File: src/rtl/checkout_pkg.sv
// checkout_pkg: shared types and constants for the checkout item-code matcher.
//   state_t    - matcher FSM states
//   BCD_MAX    - largest legal BCD digit value
//   ITEM_CNT_W - width of the saturating hit counter
//   sat_inc    - saturating increment for the hit counter
package checkout_pkg;

    typedef enum logic [1:0] {
        IDLE,
        COLLECT,
        COMPARE,
        RESULT
    } state_t;

    localparam int unsigned BCD_MAX    = 9;
    localparam int unsigned ITEM_CNT_W = 8;

    function automatic logic [ITEM_CNT_W-1:0] sat_inc(input logic [ITEM_CNT_W-1:0] v);
        return (v == '1) ? v : v + 1'b1;
    endfunction

endpackage

File: src/rtl/code_entry_shreg.sv
// code_entry_shreg: collects one item code as a stream of digits.
// The first digit ends up most significant. Tracks how many digits are held and
// whether any of them was outside the BCD range.
//   clk, reset_n - clock, asynchronous active-low reset
//   start        - load digit as the first digit of a new entry
//   shift        - shift digit in below the digits already held
//   digit        - incoming digit
//   entry        - packed entry register
//   last         - the next shifted digit completes the entry
//   full         - all NUM_DIGITS digits are held
//   bad          - sticky: some digit of this entry was > BCD_MAX
module code_entry_shreg
    import checkout_pkg::*;
#(
    parameter int unsigned DIGIT_W    = 4,
    parameter int unsigned NUM_DIGITS = 2,
    localparam int unsigned CODE_W    = DIGIT_W * NUM_DIGITS,
    localparam int unsigned CNT_W     = $clog2(NUM_DIGITS + 1)
) (
    input  logic               clk,
    input  logic               reset_n,
    input  logic               start,
    input  logic               shift,
    input  logic [DIGIT_W-1:0] digit,
    output logic [CODE_W-1:0]  entry,
    output logic               last,
    output logic               full,
    output logic               bad
);

    logic [CODE_W-1:0] entry_q, entry_d, shifted;
    logic [CNT_W-1:0]  count_q, count_d;
    logic              bad_q, bad_d;
    logic              digit_bad;

    assign digit_bad = ({{(32 - DIGIT_W){1'b0}}, digit} > BCD_MAX);

    if (NUM_DIGITS == 1) begin : g_single
        assign shifted = digit;
    end else begin : g_multi
        assign shifted = {entry_q[CODE_W-DIGIT_W-1:0], digit};
    end

    always_comb begin
        entry_d = entry_q;
        count_d = count_q;
        bad_d   = bad_q;
        if (start) begin
            // A new entry discards whatever the previous one left behind.
            entry_d = CODE_W'(digit);
            count_d = CNT_W'(1);
            bad_d   = digit_bad;
        end else if (shift) begin
            entry_d = shifted;
            count_d = count_q + 1'b1;
            bad_d   = bad_q | digit_bad;
        end
    end

    always_ff @(posedge clk or negedge reset_n) begin
        if (!reset_n) begin
            entry_q <= '0;
            count_q <= '0;
            bad_q   <= 1'b0;
        end else begin
            entry_q <= entry_d;
            count_q <= count_d;
            bad_q   <= bad_d;
        end
    end

    assign entry = entry_q;
    assign last  = (count_q == CNT_W'(NUM_DIGITS - 1));
    assign full  = (count_q == CNT_W'(NUM_DIGITS));
    assign bad   = bad_q;

endmodule

File: src/rtl/checkout_code_matcher.sv
// checkout_code_matcher: multi-digit item-code recognizer.
// Collects NUM_DIGITS BCD digits over a valid/ready handshake, then scans
// CODE_TABLE one entry per cycle and reports hit/miss, bad digit or timeout.
//   clk, reset_n  - clock, asynchronous active-low reset
//   digit_valid   - digit offered this cycle
//   digit         - digit value, most significant first
//   digit_ready   - high while collecting (IDLE, COLLECT)
//   clear         - abort the entry in progress (COLLECT only)
//   result_valid  - one-cycle pulse, result fields updated
//   match         - last result was a hit
//   match_idx     - matched table index, 0 on miss
//   bad_digit     - last result had a non-BCD digit
//   timeout       - last result was an idle timeout abort
//   items_matched - saturating hit count since reset
module checkout_code_matcher
    import checkout_pkg::*;
#(
    parameter int unsigned DIGIT_W    = 4,
    parameter int unsigned NUM_DIGITS = 2,
    parameter int unsigned NUM_CODES  = 4,
    parameter logic [DIGIT_W*NUM_DIGITS*NUM_CODES-1:0] CODE_TABLE = 32'h3017_4265,
    parameter int unsigned TIMEOUT    = 1000,
    localparam int unsigned CODE_W    = DIGIT_W * NUM_DIGITS,
    localparam int unsigned IDX_W     = (NUM_CODES > 1) ? $clog2(NUM_CODES) : 1
) (
    input  logic                  clk,
    input  logic                  reset_n,
    input  logic                  digit_valid,
    input  logic [DIGIT_W-1:0]    digit,
    output logic                  digit_ready,
    input  logic                  clear,
    output logic                  result_valid,
    output logic                  match,
    output logic [IDX_W-1:0]      match_idx,
    output logic                  bad_digit,
    output logic                  timeout,
    output logic [ITEM_CNT_W-1:0] items_matched
);

    localparam int unsigned TMR_W = $clog2(TIMEOUT + 1);

    state_t state_q, state_d;

    logic [IDX_W-1:0]      idx_q, idx_d;
    logic [TMR_W-1:0]      timer_q, timer_d;
    logic                  match_q, match_d;
    logic [IDX_W-1:0]      match_idx_q, match_idx_d;
    logic                  bad_q, bad_d;
    logic                  timeout_q, timeout_d;
    logic [ITEM_CNT_W-1:0] items_q, items_d;

    logic              sh_start, sh_shift;
    logic [CODE_W-1:0] entry;
    logic              entry_last, entry_full, entry_bad;
    logic              hit, scan_last, timed_out;

    logic [CODE_W-1:0] table_arr [NUM_CODES];

    for (genvar g = 0; g < NUM_CODES; g++) begin : g_table
        assign table_arr[g] = CODE_TABLE[g*CODE_W +: CODE_W];
    end

    code_entry_shreg #(
        .DIGIT_W    (DIGIT_W),
        .NUM_DIGITS (NUM_DIGITS)
    ) u_entry (
        .clk     (clk),
        .reset_n (reset_n),
        .start   (sh_start),
        .shift   (sh_shift),
        .digit   (digit),
        .entry   (entry),
        .last    (entry_last),
        .full    (entry_full),
        .bad     (entry_bad)
    );

    assign hit       = entry_full && (entry == table_arr[idx_q]);
    assign scan_last = (idx_q == IDX_W'(NUM_CODES - 1));
    assign timed_out = (timer_q == TMR_W'(TIMEOUT));

    // State register
    always_ff @(posedge clk or negedge reset_n) begin
        if (!reset_n) begin
            state_q <= IDLE;
        end else begin
            state_q <= state_d;
        end
    end

    // Next-state logic
    always_comb begin
        state_d = state_q;
        unique case (state_q)
            IDLE: begin
                if (sh_start) begin
                    state_d = (NUM_DIGITS == 1) ? COMPARE : COLLECT;
                end
            end
            COLLECT: begin
                if (clear) begin
                    state_d = IDLE;
                end else if (sh_shift && entry_last) begin
                    state_d = COMPARE;
                end else if (!sh_shift && timed_out) begin
                    state_d = RESULT;
                end
            end
            COMPARE: begin
                if (entry_bad || hit || scan_last) begin
                    state_d = RESULT;
                end
            end
            RESULT: begin
                state_d = IDLE;
            end
            default: begin
                state_d = IDLE;
            end
        endcase
    end

    // Outputs decoded from the state register, plus shift-register controls
    always_comb begin
        digit_ready  = 1'b0;
        result_valid = 1'b0;
        sh_start     = 1'b0;
        sh_shift     = 1'b0;
        unique case (state_q)
            IDLE: begin
                digit_ready = 1'b1;
                sh_start    = digit_valid;
            end
            COLLECT: begin
                digit_ready = 1'b1;
                // clear wins over a digit offered in the same cycle
                sh_shift    = digit_valid && !clear;
            end
            RESULT: begin
                result_valid = 1'b1;
            end
            default: begin
            end
        endcase
    end

    // Scan index, idle timer and result fields. Results are written on the edge
    // into RESULT so they are stable while result_valid is high.
    always_comb begin
        idx_d       = idx_q;
        timer_d     = timer_q;
        match_d     = match_q;
        match_idx_d = match_idx_q;
        bad_d       = bad_q;
        timeout_d   = timeout_q;
        items_d     = items_q;
        unique case (state_q)
            IDLE: begin
                if (sh_start) begin
                    idx_d   = '0;
                    timer_d = '0;
                end
            end
            COLLECT: begin
                if (sh_shift) begin
                    idx_d   = '0;
                    timer_d = '0;
                end else if (!clear) begin
                    if (timed_out) begin
                        match_d     = 1'b0;
                        match_idx_d = '0;
                        bad_d       = 1'b0;
                        timeout_d   = 1'b1;
                    end else begin
                        timer_d = timer_q + 1'b1;
                    end
                end
            end
            COMPARE: begin
                if (entry_bad) begin
                    match_d     = 1'b0;
                    match_idx_d = '0;
                    bad_d       = 1'b1;
                    timeout_d   = 1'b0;
                end else if (hit) begin
                    // Scan runs upward, so the lowest duplicate index wins.
                    match_d     = 1'b1;
                    match_idx_d = idx_q;
                    bad_d       = 1'b0;
                    timeout_d   = 1'b0;
                    items_d     = sat_inc(items_q);
                end else if (scan_last) begin
                    match_d     = 1'b0;
                    match_idx_d = '0;
                    bad_d       = 1'b0;
                    timeout_d   = 1'b0;
                end else begin
                    idx_d = idx_q + 1'b1;
                end
            end
            default: begin
            end
        endcase
    end

    always_ff @(posedge clk or negedge reset_n) begin
        if (!reset_n) begin
            idx_q       <= '0;
            timer_q     <= '0;
            match_q     <= 1'b0;
            match_idx_q <= '0;
            bad_q       <= 1'b0;
            timeout_q   <= 1'b0;
            items_q     <= '0;
        end else begin
            idx_q       <= idx_d;
            timer_q     <= timer_d;
            match_q     <= match_d;
            match_idx_q <= match_idx_d;
            bad_q       <= bad_d;
            timeout_q   <= timeout_d;
            items_q     <= items_d;
        end
    end

    assign match         = match_q;
    assign match_idx     = match_idx_q;
    assign bad_digit     = bad_q;
    assign timeout       = timeout_q;
    assign items_matched = items_q;

endmodule

File: config.mk
export PLATFORM = sky130hd
export DESIGN_NAME = checkout_code_matcher
export DESIGN_NICKNAME = d
export VERILOG_FILES = /design/src/rtl/checkout_pkg.sv /design/src/rtl/code_entry_shreg.sv /design/src/rtl/checkout_code_matcher.sv
export SDC_FILE = /design/constraint.sdc
export NUM_CORES = 1
export LEC_CHECK = 0
export ABC_AREA = 0
export ABC_CLOCK_PERIOD_IN_PS = 2400
export CAP_MARGIN = 15
export CORE_MARGIN = 10
export CORE_UTILIZATION = 55
export DETAILED_ROUTE_END_ITERATION = 8
export PLACE_DENSITY = 0.78
export SYNTH_ARGS = -nofsm -noshare
export SYNTH_HDL_FRONTEND = slang
export SYNTH_SLANG_ARGS = --single-unit
File: constraint.sdc
create_clock -name clk -period 2.4 [get_ports clk]
set_input_delay 0.36 -clock clk [delete_from_list [all_inputs] [get_ports clk]]
set_output_delay 0.36 -clock clk [all_outputs]
set_load 0.01 [all_outputs]
==> results.txt, run 1 <==
Gate Count Post-Synth -> 200
hold buffer count at cts -> 0
critical setup path kind -> flop to flop
Initial Util -> 58.5%
M1 WL -> 1.87 mm
CTS tree -> yes
drt drc -> 0
final instance area -> 2410 um^2
die area -> 6480 um^2
CTS Buf Count -> 5
Yosys cell types -> 46
Seq/Total Area, Yosys -> 47.2%
Synth Register Bits -> 38
router iterations before antenna repair -> 4
number of cells on the worst reg-to-reg path -> 7
via count -> 1,600
CTS Sinks -> 38
worst r2r dst -> items_matched[2]
GRT Residual Overflow -> 0
top_reg_cell synth -> dfrtp_1
share of layout cells above drive strength 1 -> 11.2%
Crit. End Element -> flop
Area Overhead vs Synth -> 19.5%
vias in the first global route -> 1,595
CP Max Fanout -> 7
DIE HEIGHT -> 80.5 um
post-place setup slack -> 182 ps
Tcrit/Tclk final -> 92.4%
Root Buffer -> clkbuf_8
first-pass GRT wire length -> 7.37 mm
Warnings, synthesis -> 0
worst setup path end -> items_matched[2]
most common cell after layout, fill and taps aside -> dfrtp_1
Cell Count, Final, Fillers Out -> 278
1st-iter DRT viols -> 156
diode count -> 0
hpwl dp -> 3.15 mm
Fillers -> 272
CP Launch Point -> idx_q[1]
Buffers on Ports -> 22
area of the multi-input gates -> 997 um^2
Worst Max-Slew Pin Slew -> 540 ps
Req. time, crit path -> 2570 ps
Tot GR Track Use -> 14.1%
status -> finished, final reports clean
CP startpoint kind -> flop
worst hold path class -> primary input to asynchronous set/reset pin
Crit-path slowest cell -> dfrtp_1
P per Cell Area -> 838 nW/um^2
Final setup viols -> 0
chip width -> 80.5 um
clk slew on worst S/H paths -> 70 ps
Area after DPL -> 2330 um^2
WP depth -> 7
Met2 Wirelength -> 2.06 mm
Post-synth ARST share -> 100%
vias per cell -> 5.76
Worst EP arrival -> 2390 ps
RD Place Congestion -> 0.923
Final Net Count -> 248
slew margin rel. -> 63.9%
RSZ-0062 raised after global routing -> false
worst r2r src -> idx_q[1]
EDFF count, synth -> 0
wire length on met3 -> 329 um
CP delay by family, top -> compound AO/OA/AOI/OAI gates
leakage power -> 1.12 nW
syn_nets -> 216
Core Rows -> 21
sum of negative setup slack -> 0 ps
I/O pins -> 23
final setup margin -> 181 ps
Fin. Hold Viols -> 0
Clock Skew -> 4.90 ps
antenna violations before repair -> 0
Buf+Inv Stages, Crit Path -> 1
CORE AREA -> 3440 um^2
total wire length -> 4.31 mm
max_cap viols -> 0
ANT nets after route -> 0
top layer in use -> met4
Max IR drop VDD -> 0.608 mV
achievable frequency -> 451 MHz
Syn Std Cell Area -> 2010 um^2
placed insts -> 271
Critical Path, Cell by Cell -> inv_1 -> ha_1 -> nor3b_1 -> o22ai_1 -> nor4b_4 -> o21ai_2 -> a221o_1
Worst path max stage delay -> 460 ps
most frequent cells in the layout -> 38 x dfrtp_1, 25 x nand2_1, 22 x clkdlybuf4s50_1
Slew Limit Fails -> 0
worst skew pair latency -> 290 ps
DR WL/cell -> 15.5 um
worst reg2reg setup slack -> 180 ps
clock period minus worst slack -> 2220 ps
register area -> 951 um^2
Clock Tree Buf Depth -> 2
Avg Cell Area, Syn -> 10.1 um^2
largest net degree at the start of global routing -> 39
H-tree Lvls -> 2
==> Yosys cell counts, types with 2 or more instances <==
cell	n	share of area, %
dfrtp_1	38	47
nand2_1	25	4.7
nor2_1	17	3.2
a22o_1	11	4.8
inv_1	11	2.1
nand3_1	10	2.5
ha_1	8	5.0
o21ai_0	8	2.0
xnor2_1	8	3.5
nand2b_1	5	1.6
nand4_1	5	1.6
xor2_1	5	2.2
mux2_2	4	2.2
nor3b_1	4	1.5
and3_1	3	0.93
clkbuf_1	3	0.56
a21o_1	2	0.75
a21oi_1	2	0.50
and3b_1	2	0.87
nor2b_1	2	0.62
o22ai_1	2	0.62
==> power by group <==
| part | switching (mW) | total [mW] | leakage [nW] | internal [mW] |
|---|---|---|---|---|
| clock network | 0.218 | 0.413 | 0.0438 | 0.195 |
| registers | 0.155 | 0.937 | 0.506 | 0.781 |
| logic | 0.356 | 0.667 | 0.571 | 0.312 |
| total | 0.729 | 2.02 | 1.12 | 1.29 |
==> how the worst min path moves through the flow <==
stage | startpoint | to
global route | match | match
detailed placement | match | match
finish | reset_n | match
floorplan | reset_n | asynchronous set/reset pin
global placement | match | match
CTS | match | match
==> per-stage QoR <==
step	utilization, %	hold WS [ps]	total power [mW]
after floorplan	-	64.4	1.37
final	69.9	487	2.02
after global placement	67.6	477	1.57
after detailed placement	67.6	481	1.60
after global routing	69.9	512	2.16
after CTS	69.9	495	2.02
==> per-layer routing <==
layer | GRT usage (%) | vias to the layer above
li1 | - | 779
met1 | 17.1 | 771
met2 | 22.5 | 41
met3 | 5.01 | 9
met4 | 4.75 | 0
met5 | 0 | -
==> cell families after synthesis <==
group           synth area share (%)
xor+xnor                        5.66
flops                           47.2
buf+inv                         3.23
fa+ha+maj                       4.97
compound gates                  14.8
simple gates                    21.9
mux                             2.24
==> area by class of cell <==
class                      instances  area share (%)
clock inverter                     2           0.416
sequential                        38            39.5
multi-input combinational        146            41.4
clock buffer                       5            2.86
timing repair buffer              30            11.6
tap                               46            2.39
inverter                          11            1.72
==> worst register-to-register path: stages, from the launching register on <==
cell,delay (ps)
dfrtp_1,460
inv_1,70
ha_1,310
nor3b_1,240
o22ai_1,180
nor4b_4,340
o21ai_2,140
a221o_1,360
==> flip-flops by register name, summed over array words and instances, names as in the netlist, 2 cells and up, named ones only <==
name and count:
timer_q 10, items_matched 8, u_entry.count_q 2, idx_q 2, u_entry.entry 8, match_idx 2
==> repair_timing <==
item,4_1_cts,5_1_grt
endpoints found under the setup margin,0,5
buffers inserted,0,0
resized for setup,0,0
(Power assumes the default switching activity.)
==> run 2: changes to the inputs <==
- CORE_UTILIZATION: 55 -> 50
- PLACE_DENSITY: 0.78 -> unset
- PLACE_DENSITY_LB_ADDON: unset -> 0.2
==> results.txt, run 2 (synthesis gave the netlist of run 1 again) <==
status -> finished, final reports clean (unchanged)
Slew Limit Fails -> 0 (unchanged)
CORE AREA -> 3940 um^2 (was 3440 um^2)
largest net degree at the start of global routing -> 39 (unchanged)
worst setup path end -> items_matched[2] (unchanged)
Clock Skew -> 3.44 ps (was 4.90 ps)
critical setup path kind -> flop to flop (unchanged)
Max IR drop VDD -> 0.483 mV (was 0.608 mV)
CP Launch Point -> idx_q[1] (unchanged)
vias per cell -> 5.58 (was 5.76)
hpwl dp -> 3.12 mm (was 3.15 mm)
hold buffer count at cts -> 0 (unchanged)
P per Cell Area -> 842 nW/um^2 (was 838 nW/um^2)
GRT Residual Overflow -> 0 (unchanged)
achievable frequency -> 454 MHz (was 451 MHz)
most common cell after layout, fill and taps aside -> dfrtp_1 (unchanged)
DR WL/cell -> 14.4 um (was 15.5 um)
worst skew pair latency -> 280 ps (was 290 ps)
Buffers on Ports -> 22 (unchanged)
DIE HEIGHT -> 83.5 um (was 80.5 um)
Core Rows -> 23 (was 21)
first-pass GRT wire length -> 7.27 mm (was 7.37 mm)
share of layout cells above drive strength 1 -> 11.2% (about the same)
Tcrit/Tclk final -> 91.7% (was 92.4%)
antenna violations before repair -> 0 (unchanged)
Req. time, crit path -> 2570 ps (about the same)
Root Buffer -> clkbuf_8 (unchanged)
Final setup viols -> 0 (unchanged)
leakage power -> 1.13 nW (was 1.12 nW)
Worst Max-Slew Pin Slew -> 477 ps (was 540 ps)
CTS resizes -> 0 (unchanged)
worst r2r src -> idx_q[1] (unchanged)
placed insts -> 275 (was 271)
worst reg2reg setup slack -> 200 ps (was 180 ps)
clock period minus worst slack -> 2200 ps (was 2220 ps)
Design Power -> 2.04 mW (was 2.02 mW)
slew margin rel. -> 68.2% (was 63.9%)
CTS Sinks -> 38 (unchanged)
Clock Tree Buf Depth -> 2 (unchanged)
Initial Util -> 51.1% (was 58.5%)
vias in the first global route -> 1,613 (was 1,595)
CP Max Fanout -> 7 (unchanged)
CTS Buf Count -> 5 (unchanged)
I/O pins -> 23 (unchanged)
Crit. End Element -> flop (unchanged)
router iterations before antenna repair -> 4 (unchanged)
clk slew on worst S/H paths -> 70 ps (about the same)
Area Overhead vs Synth -> 20.4% (was 19.5%)
Worst EP arrival -> 2370 ps (was 2390 ps)
Fillers -> 326 (was 272)
sum of negative setup slack -> 0 ps (unchanged)
most flop-heavy register -> timer_q (unchanged)
ANT nets after route -> 0 (unchanged)
Fin. Hold Viols -> 0 (unchanged)
worst r2r dst -> items_matched[2] (unchanged)
1st-iter DRT viols -> 49 (was 156)
most frequent cells in the layout -> 38 x dfrtp_1, 25 x nand2_1, 22 x clkdlybuf4s50_1 (unchanged)
die area -> 6960 um^2 (was 6480 um^2)
CTS tree -> yes (unchanged)
total wire length -> 4.09 mm (was 4.31 mm)
final setup margin -> 198 ps (was 181 ps)
worst hold path class -> flop to flop (was primary input to asynchronous set/reset pin)
Cell Count, Final, Fillers Out -> 283 (was 278)
Final Net Count -> 248 (unchanged)
H-tree Lvls -> 2 (unchanged)
chip width -> 83.5 um (was 80.5 um)
CP startpoint kind -> flop (unchanged)
max FFs per register -> 10 (unchanged)
diode count -> 0 (unchanged)
post-place setup slack -> 176 ps (was 182 ps)
number of cells on the worst reg-to-reg path -> 7 (unchanged)
RD Place Congestion -> 0.839 (was 0.923)
post-CTS setup buffer count -> 0 (unchanged)
max_cap viols -> 0 (unchanged)
Tot GR Track Use -> 12.1% (was 14.1%)
drt drc -> 0 (unchanged)
RSZ-0062 raised after global routing -> false (unchanged)
via count -> 1,578 (was 1,600)
[run 2: cell types whose count changed in the layout (fill, tap and decap cells not counted)]
cell,delta
clkinv_2,-1
clkbuf_8,+1
clkbuf_1,+1
[run 2: area by class of cell]
class	instances	area, um^2	share of cell area (%)
sequential	38	951	39.2
inverter	11	41.3	1.70
multi-input combinational	146	997	41.1
clock buffer	7	86.3	3.56
tap	50	62.6	2.58
clock inverter	1	5.00	0.207
timing repair buffer	30	280	11.6
[run 2: metal layers]
| metal | track usage, % | part of all wire (%) | vias up |
|---|---|---|---|
| met2 | 19.0 | 45 | 38 |
| met5 | 0 | 0 | - |
| met1 | 15.4 | 48 | 760 |
| met4 | 3.96 | 0.83 | 0 |
| li1 | - | - | 776 |
| met3 | 4.00 | 6.0 | 4 |
[run 2: worst min-delay path by stage]
stage	startpoint	to	slack (ps)	cells after the start
after floorplan	reset_n	asynchronous set/reset pin	60	0
after global placement	match	match	470	1
final	match	match	490	1
after detailed placement	match	match	480	1
after CTS	match	match	500	1
after global routing	match	match	510	1
[run 2: stage by stage]
| step | utilization, % | cell area, um^2 | hold WS (ps) |
|---|---|---|---|
| final | 61.5 | 2420 | 488 |
| after global routing | 61.5 | 2420 | 513 |
| after CTS | 61.5 | 2420 | 496 |
| after detailed placement | 59.2 | 2330 | 479 |
| after global placement | 59.2 | 2330 | 469 |
| after floorplan | - | 2010 | 64.4 |
[run 2: report_power, final]
| part | total (mW) | leakage (nW) | switching [mW] | internal, mW |
|---|---|---|---|---|
| sequential | 0.948 | 0.506 | 0.166 | 0.782 |
| clock | 0.449 | 0.0482 | 0.217 | 0.232 |
| combinational | 0.643 | 0.571 | 0.334 | 0.308 |
| total | 2.04 | 1.13 | 0.718 | 1.32 |
[run 2: critical path, stage by stage, from the launching register on]
cell     delay (ps)
dfrtp_1         450
inv_1            70
ha_1            300
nor3b_1         190
o22ai_1         160
nor4b_4         400
o21ai_2         140
a221o_1         360
